===== src/rtl/cart_bank_mapper_if.sv =====
// Cartridge-side bus between the slot decoder and the bank mapper:
// CPU strobes, address/data, mapper configuration and the translated
// ROM read request.
interface cart_bank_mapper_if #(
  parameter int ROM_AW = 21,
  parameter int BANK_W = 8,
  parameter int NBANKS = 4
);
  logic                     en;
  logic [2:0]               mode;
  logic [BANK_W-1:0]        rom_mask;
  logic [15:0]              cpu_addr;
  logic [7:0]               cpu_din;
  logic                     cpu_wr;
  logic                     cpu_rd;
  logic [ROM_AW-1:0]        rom_addr;
  logic                     rom_oe;
  logic                     scc_sel;
  logic [NBANKS*BANK_W-1:0] bank_dbg;

  // Slot decoder / CPU side: drives strobes and configuration.
  modport master (
    output en, mode, rom_mask, cpu_addr, cpu_din, cpu_wr, cpu_rd,
    input  rom_addr, rom_oe, scc_sel, bank_dbg
  );

  // Mapper side: consumes strobes, produces the ROM read request.
  modport slave (
    input  en, mode, rom_mask, cpu_addr, cpu_din, cpu_wr, cpu_rd,
    output rom_addr, rom_oe, scc_sel, bank_dbg
  );
endinterface


===== src/rtl/cart_bank_mapper.sv =====
// MSX ROM cartridge bank-switching engine. Holds the bank registers for
// Konami, Konami-SCC, ASCII8, ASCII16 and linear layouts, commits one bank
// write per rising write strobe, and translates CPU reads into registered
// ROM byte addresses (or an SCC register-window select).
// Bank-write decode targets indices 0..3, so NBANKS must be at least 4.
module cart_bank_mapper #(
  parameter int ROM_AW = 21,
  parameter int BANK_W = 8,
  parameter int NBANKS = 4
) (
  input logic              clk,
  input logic              reset,
  cart_bank_mapper_if.slave bus
);

  localparam logic [2:0] MODE_LINEAR     = 3'd0;
  localparam logic [2:0] MODE_KONAMI     = 3'd1;
  localparam logic [2:0] MODE_KONAMI_SCC = 3'd2;
  localparam logic [2:0] MODE_ASCII8     = 3'd3;
  localparam logic [2:0] MODE_ASCII16    = 3'd4;

  typedef logic [NBANKS-1:0][BANK_W-1:0] bank_vec_t;

  // Konami layouts power up as an identity map; every other mode clears.
  function automatic bank_vec_t mode_defaults(input logic [2:0] m);
    bank_vec_t v;
    v = '0;
    if (m == MODE_KONAMI || m == MODE_KONAMI_SCC) begin
      for (int i = 0; i < NBANKS; i++) begin
        v[i] = BANK_W'(i);
      end
    end else begin
      v = '0;
    end
    return v;
  endfunction

  bank_vec_t         bank;
  logic [2:0]        mode_q;
  logic              scc_en;
  logic              wr_prev;
  logic [ROM_AW-1:0] rom_addr;
  logic              rom_oe;
  logic              scc_sel;

  logic              wr_rise;
  logic              wr_hit;
  logic [1:0]        wr_idx;
  logic [BANK_W-1:0] wr_val;
  logic              scc_upd;
  logic              scc_val;
  logic              mode_chg;

  logic              rd_hit;
  logic              in_8k_win;
  logic [1:0]        rd_slot;
  logic              rom_oe_next;
  logic              scc_sel_next;
  logic [ROM_AW-1:0] rom_addr_next;

  assign wr_rise  = bus.cpu_wr & bus.en & ~wr_prev;
  assign mode_chg = (mode_q != bus.mode);
  assign scc_val  = (bus.cpu_din[5:0] == 6'h3F);
  assign rd_hit   = bus.cpu_rd & bus.en;
  assign in_8k_win = (bus.cpu_addr[15:14] == 2'b01) || (bus.cpu_addr[15:14] == 2'b10);
  assign rd_slot  = bus.cpu_addr[14:13] - 2'd2;

  // Decode which bank register (if any) a CPU write targets in the current mode.
  always_comb begin
    wr_hit  = 1'b0;
    wr_idx  = 2'd0;
    scc_upd = 1'b0;
    wr_val  = BANK_W'(bus.cpu_din) & bus.rom_mask;
    case (mode_q)
      MODE_KONAMI: begin
        case (bus.cpu_addr[15:13])
          3'b011:  begin wr_hit = 1'b1; wr_idx = 2'd1; end
          3'b100:  begin wr_hit = 1'b1; wr_idx = 2'd2; end
          3'b101:  begin wr_hit = 1'b1; wr_idx = 2'd3; end
          default: wr_hit = 1'b0;
        endcase
      end
      MODE_KONAMI_SCC: begin
        case (bus.cpu_addr[15:11])
          5'b01010: begin wr_hit = 1'b1; wr_idx = 2'd0; end
          5'b01110: begin wr_hit = 1'b1; wr_idx = 2'd1; end
          5'b10010: begin wr_hit = 1'b1; wr_idx = 2'd2; scc_upd = 1'b1; end
          5'b10110: begin wr_hit = 1'b1; wr_idx = 2'd3; end
          default:  wr_hit = 1'b0;
        endcase
      end
      MODE_ASCII8: begin
        case (bus.cpu_addr[15:11])
          5'b01100: begin wr_hit = 1'b1; wr_idx = 2'd0; end
          5'b01101: begin wr_hit = 1'b1; wr_idx = 2'd1; end
          5'b01110: begin wr_hit = 1'b1; wr_idx = 2'd2; end
          5'b01111: begin wr_hit = 1'b1; wr_idx = 2'd3; end
          default:  wr_hit = 1'b0;
        endcase
      end
      MODE_ASCII16: begin
        // 16 KB banks: the 8 KB wrap mask is halved.
        wr_val = BANK_W'(bus.cpu_din) & (bus.rom_mask >> 1);
        case (bus.cpu_addr[15:11])
          5'b01100: begin wr_hit = 1'b1; wr_idx = 2'd0; end
          5'b01110: begin wr_hit = 1'b1; wr_idx = 2'd1; end
          default:  wr_hit = 1'b0;
        endcase
      end
      default: wr_hit = 1'b0;
    endcase
  end

  // Translate the CPU read address into a ROM address or SCC window hit.
  always_comb begin
    rom_oe_next   = 1'b0;
    scc_sel_next  = 1'b0;
    rom_addr_next = rom_addr;
    if (rd_hit) begin
      case (mode_q)
        MODE_LINEAR: begin
          rom_oe_next   = 1'b1;
          rom_addr_next = ROM_AW'(bus.cpu_addr) & ROM_AW'({bus.rom_mask, 13'h1FFF});
        end
        MODE_KONAMI, MODE_KONAMI_SCC, MODE_ASCII8: begin
          if (in_8k_win) begin
            if (mode_q == MODE_KONAMI_SCC && scc_en && bus.cpu_addr[15:11] == 5'b10011) begin
              scc_sel_next = 1'b1;
            end else begin
              rom_oe_next   = 1'b1;
              rom_addr_next = ROM_AW'({bank[rd_slot], bus.cpu_addr[12:0]});
            end
          end else begin
            rom_oe_next = 1'b0;
          end
        end
        MODE_ASCII16: begin
          if (in_8k_win) begin
            rom_oe_next   = 1'b1;
            rom_addr_next = ROM_AW'({bank[bus.cpu_addr[15] ? 1 : 0], bus.cpu_addr[13:0]});
          end else begin
            rom_oe_next = 1'b0;
          end
        end
        default: rom_oe_next = 1'b0;
      endcase
    end else begin
      rom_oe_next = 1'b0;
    end
  end

  // Bank/mode state, write-edge detector and registered read outputs.
  always_ff @(posedge clk) begin
    if (reset) begin
      mode_q   <= bus.mode;
      bank     <= mode_defaults(bus.mode);
      scc_en   <= 1'b0;
      wr_prev  <= 1'b0;
      rom_addr <= '0;
      rom_oe   <= 1'b0;
      scc_sel  <= 1'b0;
    end else begin
      mode_q  <= bus.mode;
      wr_prev <= bus.cpu_wr & bus.en;
      if (mode_chg) begin
        // A mode switch wins over any write landing in the same cycle.
        bank   <= mode_defaults(bus.mode);
        scc_en <= 1'b0;
      end else if (wr_rise && wr_hit) begin
        bank[wr_idx] <= wr_val;
        if (scc_upd) begin
          scc_en <= scc_val;
        end else begin
          scc_en <= scc_en;
        end
      end else begin
        bank   <= bank;
        scc_en <= scc_en;
      end
      rom_addr <= rom_addr_next;
      rom_oe   <= rom_oe_next;
      scc_sel  <= scc_sel_next;
    end
  end

  assign bus.rom_addr = rom_addr;
  assign bus.rom_oe   = rom_oe;
  assign bus.scc_sel  = scc_sel;
  assign bus.bank_dbg = bank;

endmodule


===== src/flat_wrapper.sv =====
// flat-port wrapper written by rule: the top's interface ports become plain ports
module cart_bank_mapper_flat 
#(
  parameter int ROM_AW = 21,
  parameter int BANK_W = 8,
  parameter int NBANKS = 4
)
  (clk, reset, bus_en, bus_mode, bus_rom_mask, bus_cpu_addr, bus_cpu_din, bus_cpu_wr, bus_cpu_rd, bus_rom_addr, bus_rom_oe, bus_scc_sel, bus_bank_dbg);
  cart_bank_mapper_if #(.ROM_AW(ROM_AW), .BANK_W(BANK_W), .NBANKS(NBANKS)) bus_i ();
  input logic clk;
  input logic reset;
  input wire logic [$bits(bus_i.en)-1:0] bus_en;
  input wire logic [$bits(bus_i.mode)-1:0] bus_mode;
  input wire logic [$bits(bus_i.rom_mask)-1:0] bus_rom_mask;
  input wire logic [$bits(bus_i.cpu_addr)-1:0] bus_cpu_addr;
  input wire logic [$bits(bus_i.cpu_din)-1:0] bus_cpu_din;
  input wire logic [$bits(bus_i.cpu_wr)-1:0] bus_cpu_wr;
  input wire logic [$bits(bus_i.cpu_rd)-1:0] bus_cpu_rd;
  output wire logic [$bits(bus_i.rom_addr)-1:0] bus_rom_addr;
  output wire logic [$bits(bus_i.rom_oe)-1:0] bus_rom_oe;
  output wire logic [$bits(bus_i.scc_sel)-1:0] bus_scc_sel;
  output wire logic [$bits(bus_i.bank_dbg)-1:0] bus_bank_dbg;
  assign bus_i.en = bus_en;
  assign bus_i.mode = bus_mode;
  assign bus_i.rom_mask = bus_rom_mask;
  assign bus_i.cpu_addr = bus_cpu_addr;
  assign bus_i.cpu_din = bus_cpu_din;
  assign bus_i.cpu_wr = bus_cpu_wr;
  assign bus_i.cpu_rd = bus_cpu_rd;
  assign bus_rom_addr = bus_i.rom_addr;
  assign bus_rom_oe = bus_i.rom_oe;
  assign bus_scc_sel = bus_i.scc_sel;
  assign bus_bank_dbg = bus_i.bank_dbg;
  cart_bank_mapper #(.ROM_AW(ROM_AW), .BANK_W(BANK_W), .NBANKS(NBANKS)) u_core (.clk(clk), .reset(reset), .bus(bus_i));
endmodule

===== config.mk =====
export PLATFORM = sky130hd
export DESIGN_NAME = cart_bank_mapper_flat
export DESIGN_NICKNAME = d
export VERILOG_FILES = /design/src/rtl/cart_bank_mapper_if.sv /design/src/rtl/cart_bank_mapper.sv /design/src/flat_wrapper.sv
export SDC_FILE = /design/constraint.sdc
export NUM_CORES = 1
export LEC_CHECK = 0
export CORE_ASPECT_RATIO = 0.8
export CORE_MARGIN = 10
export CORE_UTILIZATION = 25
export CTS_CLUSTER_SIZE = 14
export DETAILED_ROUTE_END_ITERATION = 16
export SLEW_MARGIN = 20
export SYNTH_ARGS = -nofsm -noshare
export SYNTH_HDL_FRONTEND = slang
export SYNTH_SLANG_ARGS = --single-unit

===== constraint.sdc =====
create_clock -name clk -period 4.7 [get_ports clk]
set_input_delay 1.175 -clock clk [delete_from_list [all_inputs] [get_ports clk]]
set_output_delay 1.175 -clock clk [all_outputs]
set_load 0.05 [all_outputs]

==> summary.md, run 1 <==
| Metric | Value |
|---|---|
| Status | `finished, final reports clean` |
| Setup CP Type | `primary input to flip-flop` |
| Fin crit period | `roughly 3.4 ns` |
| Worst Slack Setup Final | `roughly 1.3 ns` |
| Reg clk slew, reported paths | `roughly 0.05 ns` |
| Final Hold Vio Count | `0` |
| Main flop type after synthesis | `edfxtp_1` |
| Clk root buf | `clkbuf_16` |
| Buffers on Ports | `94` |
| Slew Viols, Final | `0` |
| Clock latency on the worst-skew pair | `approximately 0.33 ns` |
| Ports | `95` |
| Area Growth Syn to Fin | `43.0%` |
| First-pass GRT wire length | `roughly 17000 um` |
| TritonCTS buffer count | `9` |
| Routed Antenna Nets | `0` |
| Worst Setup End Kind | `flip-flop` |
| Largest net degree at the start of global routing | `43` |
| Post-synth EDFFs | `32` |
| RSZ-0062 raised after global routing | `false` |
| DRT iter0 DRCs | `between 200 and 300` |
| Max cap viols | `0` |
| H-tree depth | `3` |
| Post-synthesis sequential area ratio | `46.8%` |
| Leakage power | `around 0.0018 uW` |
| Worst-Margin Slew | `roughly 0.74 ns` |
| Hold crit path type | `flip-flop to flip-flop` |
| Hold buffer count at cts | `0` |
| Slew HR | `between 50% and 60%` |
| Maximum vdd drop | `between 150 and 200 uV` |
| Area occupied by multi-input gates | `about 1600 um^2` |
| Sum Neg Setup Slack | `0 ns` |
| Routed length per instance | `18.2 um` |
| Crit Path Max Fanout | `24` |
| Startpoint types | `primary input` |
| Initial antenna violation count | `0` |
| Mapped Avg Cell Area | `approximately 10 um^2` |
| CP required | `about 4.9 ns` |
| Final net count | `roughly 440` |
| Antenna diodes | `0` |
| Drt first pass iters | `5` |
| Worst path bufs/invs | `2` |
| Fmax | `around 290 MHz` |
| Core area | `12800 um^2` |
| Drt total wl | `around 11000 um` |
| Sequential Area | `around 1500 um^2` |
| Post_cts resized | `0` |
| Clk buf depth | `2` |
| Post-synthesis register bit count | `60` |
| Die Area | `about 18000 um^2` |
| Pre-CTS setup slack | `between 0.9 and 1 ns` |
| Detailed-route DRC error count | `0` |
| Height of the die | `around 120 um` |
| Chip Width | `147 um` |
| Cell-by-cell trace of the critical path | `clkdlybuf4s50_1, or4b_4, or4_4, a41oi_4, buf_4, mux2i_1, nor2_1` |
| Gr usage total | `11.9%` |
| Layout cells sized above 1 | `approximately a tenth` |
| Commonest non-fill, non-tap cells in the layout | `clkdlybuf4s50_1, mux2i_1, nand2_1, edfxtp_1` |
| Post-Syn Instances | `about 310` |
| Top cell type's share of synthesized area | `between 20% and 30%` |
| Yosys top cell by area | `edfxtp_1` |
| # setup viols final | `0` |
| Fillcell total | `between 1000 and 1500` |
| Clock tree sinks | `60` |
| Asr flop ratio synth | `0%` |
| Post-CTS Setup Repair Bufs | `0` |
| Pwr Density | `roughly 320 nW/um^2` |
| Worst stage delay on the critical path | `around 0.55 ns` |
| DP HPWL | `between 7000 and 8000 um` |
| Top cells by area, synth | `edfxtp_1, dfxtp_1, mux2i_1` |
| Global route overflow | `0` |
| Initial Utilization | `25.4%` |
| Vias in the first global route | `approximately 2800` |
| Vias per inst | `4.73` |
| Synthesis Warnings | `0` |
| Cell Area, Synth | `around 3300 um^2` |
| Mapped Nets | `about 350` |
| Crit path arrival time | `approximately 3.6 ns` |
| Total power | `1480 uW` |
| # rows | `37` |
| CP top delay family | `simple AND/OR/NAND/NOR gates` |
| Vias | `about 2800` |
| CTS tree | `built` |
| Final period util | `72.5%` |
| Final setup skew | `0.00560 ns` |
| Synth cell types | `45` |
| Placer Congestion | `0.792` |
| Slowest CP cell | `or4b_4` |
| Most common cell after layout, fill and taps aside | `clkdlybuf4s50_1` |
==> state kept, by name, summed over array words and instances, names as in the netlist <==
signal	count
u_core.bus.bank_dbg	32
u_core.bus.rom_addr	21
u_core.bus.rom_oe	1
u_core.bus.scc_sel	1
u_core.mode_q	3
u_core.scc_en	1
u_core.wr_prev	1
==> worst paths after layout <==
path / startpoint / to / slack [ns] / cells past startpoint
setup / recovery: bus_cpu_addr[13] / u_core.bus.rom_addr[9] / 1.29 / 7
setup reg to reg: u_core.mode_q[2] / u_core.bus.bank_dbg[31] / 1.55 / 5
hold reg to reg: u_core.bus.rom_addr[14] / u_core.bus.rom_addr[14] / 0.45 / 2
hold / removal: u_core.bus.rom_addr[14] / u_core.bus.rom_addr[14] / 0.45 / 2
==> synth_stat cells, types with 2 or more instances <==
| cell | n |
|---|---|
| mux2i_1 | 51 |
| edfxtp_1 | 32 |
| nand2_1 | 32 |
| dfxtp_1 | 28 |
| nor2_1 | 28 |
| clkbuf_1 | 16 |
| nand3_1 | 14 |
| a21oi_1 | 12 |
| inv_1 | 8 |
| nor3_1 | 8 |
| o21ai_0 | 8 |
| mux2_2 | 7 |
| o21ai_1 | 7 |
| mux4_2 | 6 |
| o22ai_1 | 6 |
| nor2b_1 | 5 |
| xor2_1 | 4 |
| buf_6 | 3 |
| nand2b_1 | 3 |
| a211o_1 | 2 |
| a31oi_1 | 2 |
| buf_1 | 2 |
| buf_2 | 2 |
| nand3b_1 | 2 |
| nand4_1 | 2 |
| o21bai_1 | 2 |
| or3b_1 | 2 |
| xnor2_1 | 2 |
==> routing by layer <==
metal	routed length, um	track usage, %	up-vias	share of wire [%]
met5	0	0	-	0
met4	57	2.78	0	0.54
met3	882	4.82	5	8.3
met2	4580	17.2	121	43
met1	5090	16.1	1308	48
li1	-	-	1326	-
==> stage by stage <==
| step | util, % | hold slack [ns] | cell area (um^2) | std cells |
|---|---|---|---|---|
| floorplan | - | 0.497 | 3250 | 313 |
| global placement | 34.2 | 0.444 | 4370 | 568 |
| detailed placement | 34.2 | 0.447 | 4370 | 568 |
| CTS | 36.4 | 0.452 | 4650 | 584 |
| global route | 36.4 | 0.488 | 4650 | 584 |
| finish | 36.4 | 0.448 | 4650 | 584 |
==> logic make-up (layout without fill, tap and decap cells) <==
kind of cell,after synthesis,after routing,synth area share [%]
and+or+nand+nor,107,107,16.2
muxes,64,64,22.3
DFF,60,60,46.8
AOI/OAI and AO/OA,45,45,8.78
buffers and inverters,31,127,4.35
xor gates and xnor gates,6,6,1.62
==> final cells by class <==
class,count,share of cell area [%]
Multi-Input combinational cell,222,34.3
Sequential cell,60,32.7
Clock inverter,2,0.215
Clock buffer,14,5.68
Inverter,8,0.646
Tap cell,175,4.71
Timing Repair Buffer,103,21.7
==> worst register-to-register path: stages, from the launching register on <==
cell and delay, ns:
dfxtp_1 0.70, or3b_1 0.69, a211o_1 0.44, o21bai_1 0.23, nand2_1 0.42, buf_4 0.36
==> where the power goes <==
| group | internal (uW) | switching, uW | leakage, uW | total, uW |
|---|---|---|---|---|
| logic | 109 | 164 | 0.00107 | 274 |
| registers | 578 | 24.0 | 0.000609 | 602 |
| clock network | 383 | 221 | 0.000137 | 604 |
| total | 1070 | 409 | 0.00181 | 1480 |
Power figures use the tool's default switching activity.
==> run 2: changes to the inputs <==
==> constraint.sdc (replaced) <==
create_clock -name clk -period 2.9 [get_ports clk]
set_input_delay 0.725 -clock clk [delete_from_list [all_inputs] [get_ports clk]]
set_output_delay 0.725 -clock clk [all_outputs]
set_load 0.05 [all_outputs]
==> summary.md, run 2 (synthesis gave the netlist of run 1 again) <==
| Metric | Value |
|---|---|
| Hold Crit Depth | `2` |
| Chip Width | `between 100 and 150 um` |
| Net Sw Frac | `between 20 and 30%` |
| Layout cells sized above 1 | `about an eighth` |
| Area Growth Syn to Fin | `48.2%` |
| Most common cell after layout, fill and taps aside | `clkdlybuf4s50_1` |
| Drt total wl | `~11000 um` |
| Max cap viols | `0` |
| Pwr Density | `between 500 and 600 nW/um^2` |
| CTS tree | `built` |
| Final Cell Area | `about 4800 um^2` |
| Final setup skew | `0.00619 ns` |
| Fillcell total | `around 1300` |
| Status | `finished, final reports clean` |
| Routed Antenna Nets | `0` |
| Worst-Margin Slew | `~0.70 ns` |
| Global route overflow | `0` |
| Final period util | `between 90% and 100%` |
| Height of the die | `around 120 um` |
| Worst Slack Setup Final | `0.0750 ns` |
| # rows | `37` |
| Part of the power in registers | `about two fifths` |
| Slew HR | `a little over half` |
| Sum Neg Setup Slack | `0 ns` |
| CP required | `~3.1 ns` |
| Initial antenna violation count | `1` |
| Post-CTS Setup Repair Bufs | `0` |
| GR Util met2 | `between 10% and 20%` |
| First-pass GRT wire length | `roughly 17000 um` |
| Fmax | `~350 MHz` |
| Largest net degree at the start of global routing | `44` |
| Clock tree sinks | `60` |
| Worst hold start | `u_core.bus.rom_addr[13]` |
| Critical Path Start | `bus_cpu_addr[13]` |
| # setup viols final | `0` |
| GR peak layer | `met2` |
| Gr usage total | `between 10% and 20%` |
| Leakage power | `between 0.0015 and 0.002 uW` |
| Crit Path Max Fanout | `24` |
| R2R depth | `6` |
| Clock latency on the worst-skew pair | `between 0.3 and 0.4 ns` |
| Worst hold endpoint | `u_core.bus.rom_addr[13]` |
| Hold buffer count at cts | `0` |
| Ports | `95` |
| Final Hold Vio Count | `0` |
| Comb power frac | `between 10% and 20%` |
| Slew Viols, Final | `0` |
| Final hold slack | `0.453 ns` |
| TritonCTS buffer count | `9` |
| Vias per inst | `4.72` |
| Commonest non-fill, non-tap cells in the layout | `clkdlybuf4s50_1, mux2i_1, nand2_1, edfxtp_1, dfxtp_1` |
| Maximum vdd drop | `about 320 uV` |
| Initial Utilization | `approximately 25%` |
| Vias in the first global route | `2941` |
| Fin crit period | `~2.8 ns` |
| RR Endpoint | `u_core.bus.rom_addr[1]` |
| Setup CP Type | `primary input to flip-flop` |
| Clk buf depth | `2` |
| Sw Pwr | `between 600 and 700 uW` |
| Placer Congestion | `around 0.83` |
| Post_cts resized | `0` |
| Clk root buf | `clkbuf_16` |
| H-tree depth | `3` |
| Routed length per instance | `approximately 18 um` |
| M1 GR Usage | `between 10% and 20%` |
| GR Util met3 | `4.41%` |
| RSZ-0062 raised after global routing | `false` |
| Drt first pass iters | `4` |
| Core area | `12800 um^2` |
| DP HPWL | `approximately 8000 um` |
| R2r setup slk | `about 0.65 ns` |
| Final net count | `458` |
| Startpoint types | `primary input` |
| Crit path arrival time | `just over 3 ns` |
| Worst Setup End Kind | `flip-flop` |
| Total power | `approximately 2500 uW` |
| Vias | `around 2800` |
| Post-placement cell area | `between 4000 and 5000 um^2` |
| DRT iter0 DRCs | `roughly 210` |
| Power Internal | `1780 uW` |
| Reg clk slew, reported paths | `roughly 0.050 ns` |
| Die Area | `between 15000 and 20000 um^2` |
| Largest register FFs | `32` |
| Clk pwr share | `41.5%` |
| Reg-to-Reg Start | `u_core.mode_q[2]` |
| Pre-CTS setup slack | `-0.260 ns` |
| Detailed-route DRC error count | `0` |
| Hold crit path type | `flip-flop to flip-flop` |
| Buffers on Ports | `94` |
==> run 2: worst max-delay path, cell delays in order <==
cell             delay (ns)
clkdlybuf4s50_1        0.51
or4b_4                 0.53
or4_4                  0.52
a41oi_4                0.25
buf_12                 0.22
mux2i_1                0.21
nor2_1                 0.05
==> run 2: through the flow <==
step,std cells,util (%)
6_report,599,37.7
3_5_place_dp,582,35.4
4_1_cts,598,37.7
2_1_floorplan,313,-
3_3_place_gp,582,35.4
5_1_grt,599,37.7
==> run 2: how the worst max path moves through the flow <==
| stage | cells past startpoint | endpoint |
|---|---|---|
| floorplan | 4 | u_core.bus.bank_dbg[0] |
| detailed placement | 7 | u_core.bus.rom_addr[1] |
| global route | 7 | u_core.bus.rom_addr[18] |
| finish | 7 | u_core.bus.rom_addr[1] |
| global placement | 7 | u_core.bus.rom_addr[10] |
| CTS | 7 | u_core.bus.rom_addr[1] |
==> run 2: power by group through the flow <==
| stage | clock (uW) | sequential [uW] | combinational, uW |
|---|---|---|---|
| after floorplan | 0 | 1110 | 146 |
| after global placement | 0 | 987 | 464 |
| after detailed placement | 0 | 988 | 468 |
| after CTS | 1050 | 972 | 470 |
| after global routing | 1080 | 977 | 493 |
| final | 1020 | 972 | 467 |
==> run 2: cell type report <==
cell class	instances	area [um^2]	area share [%]
clock buffers	10	229	4.75
diodes	1	2.50	0.0519
inverters	8	30.0	0.623
flip-flops and latches	60	1520	31.6
clock inverters	6	55.1	1.14
repair buffers	117	1160	24.2
multi-input cells	222	1600	33.1
well taps	175	219	4.55
==> run 2: routing by layer <==
metal  vias to the layer above  routed length (um)
li1                       1355                   -
met1                      1351                5300
met4                         0                 130
met5                         -                   0
met2                       112                4620
met3                        11                 756
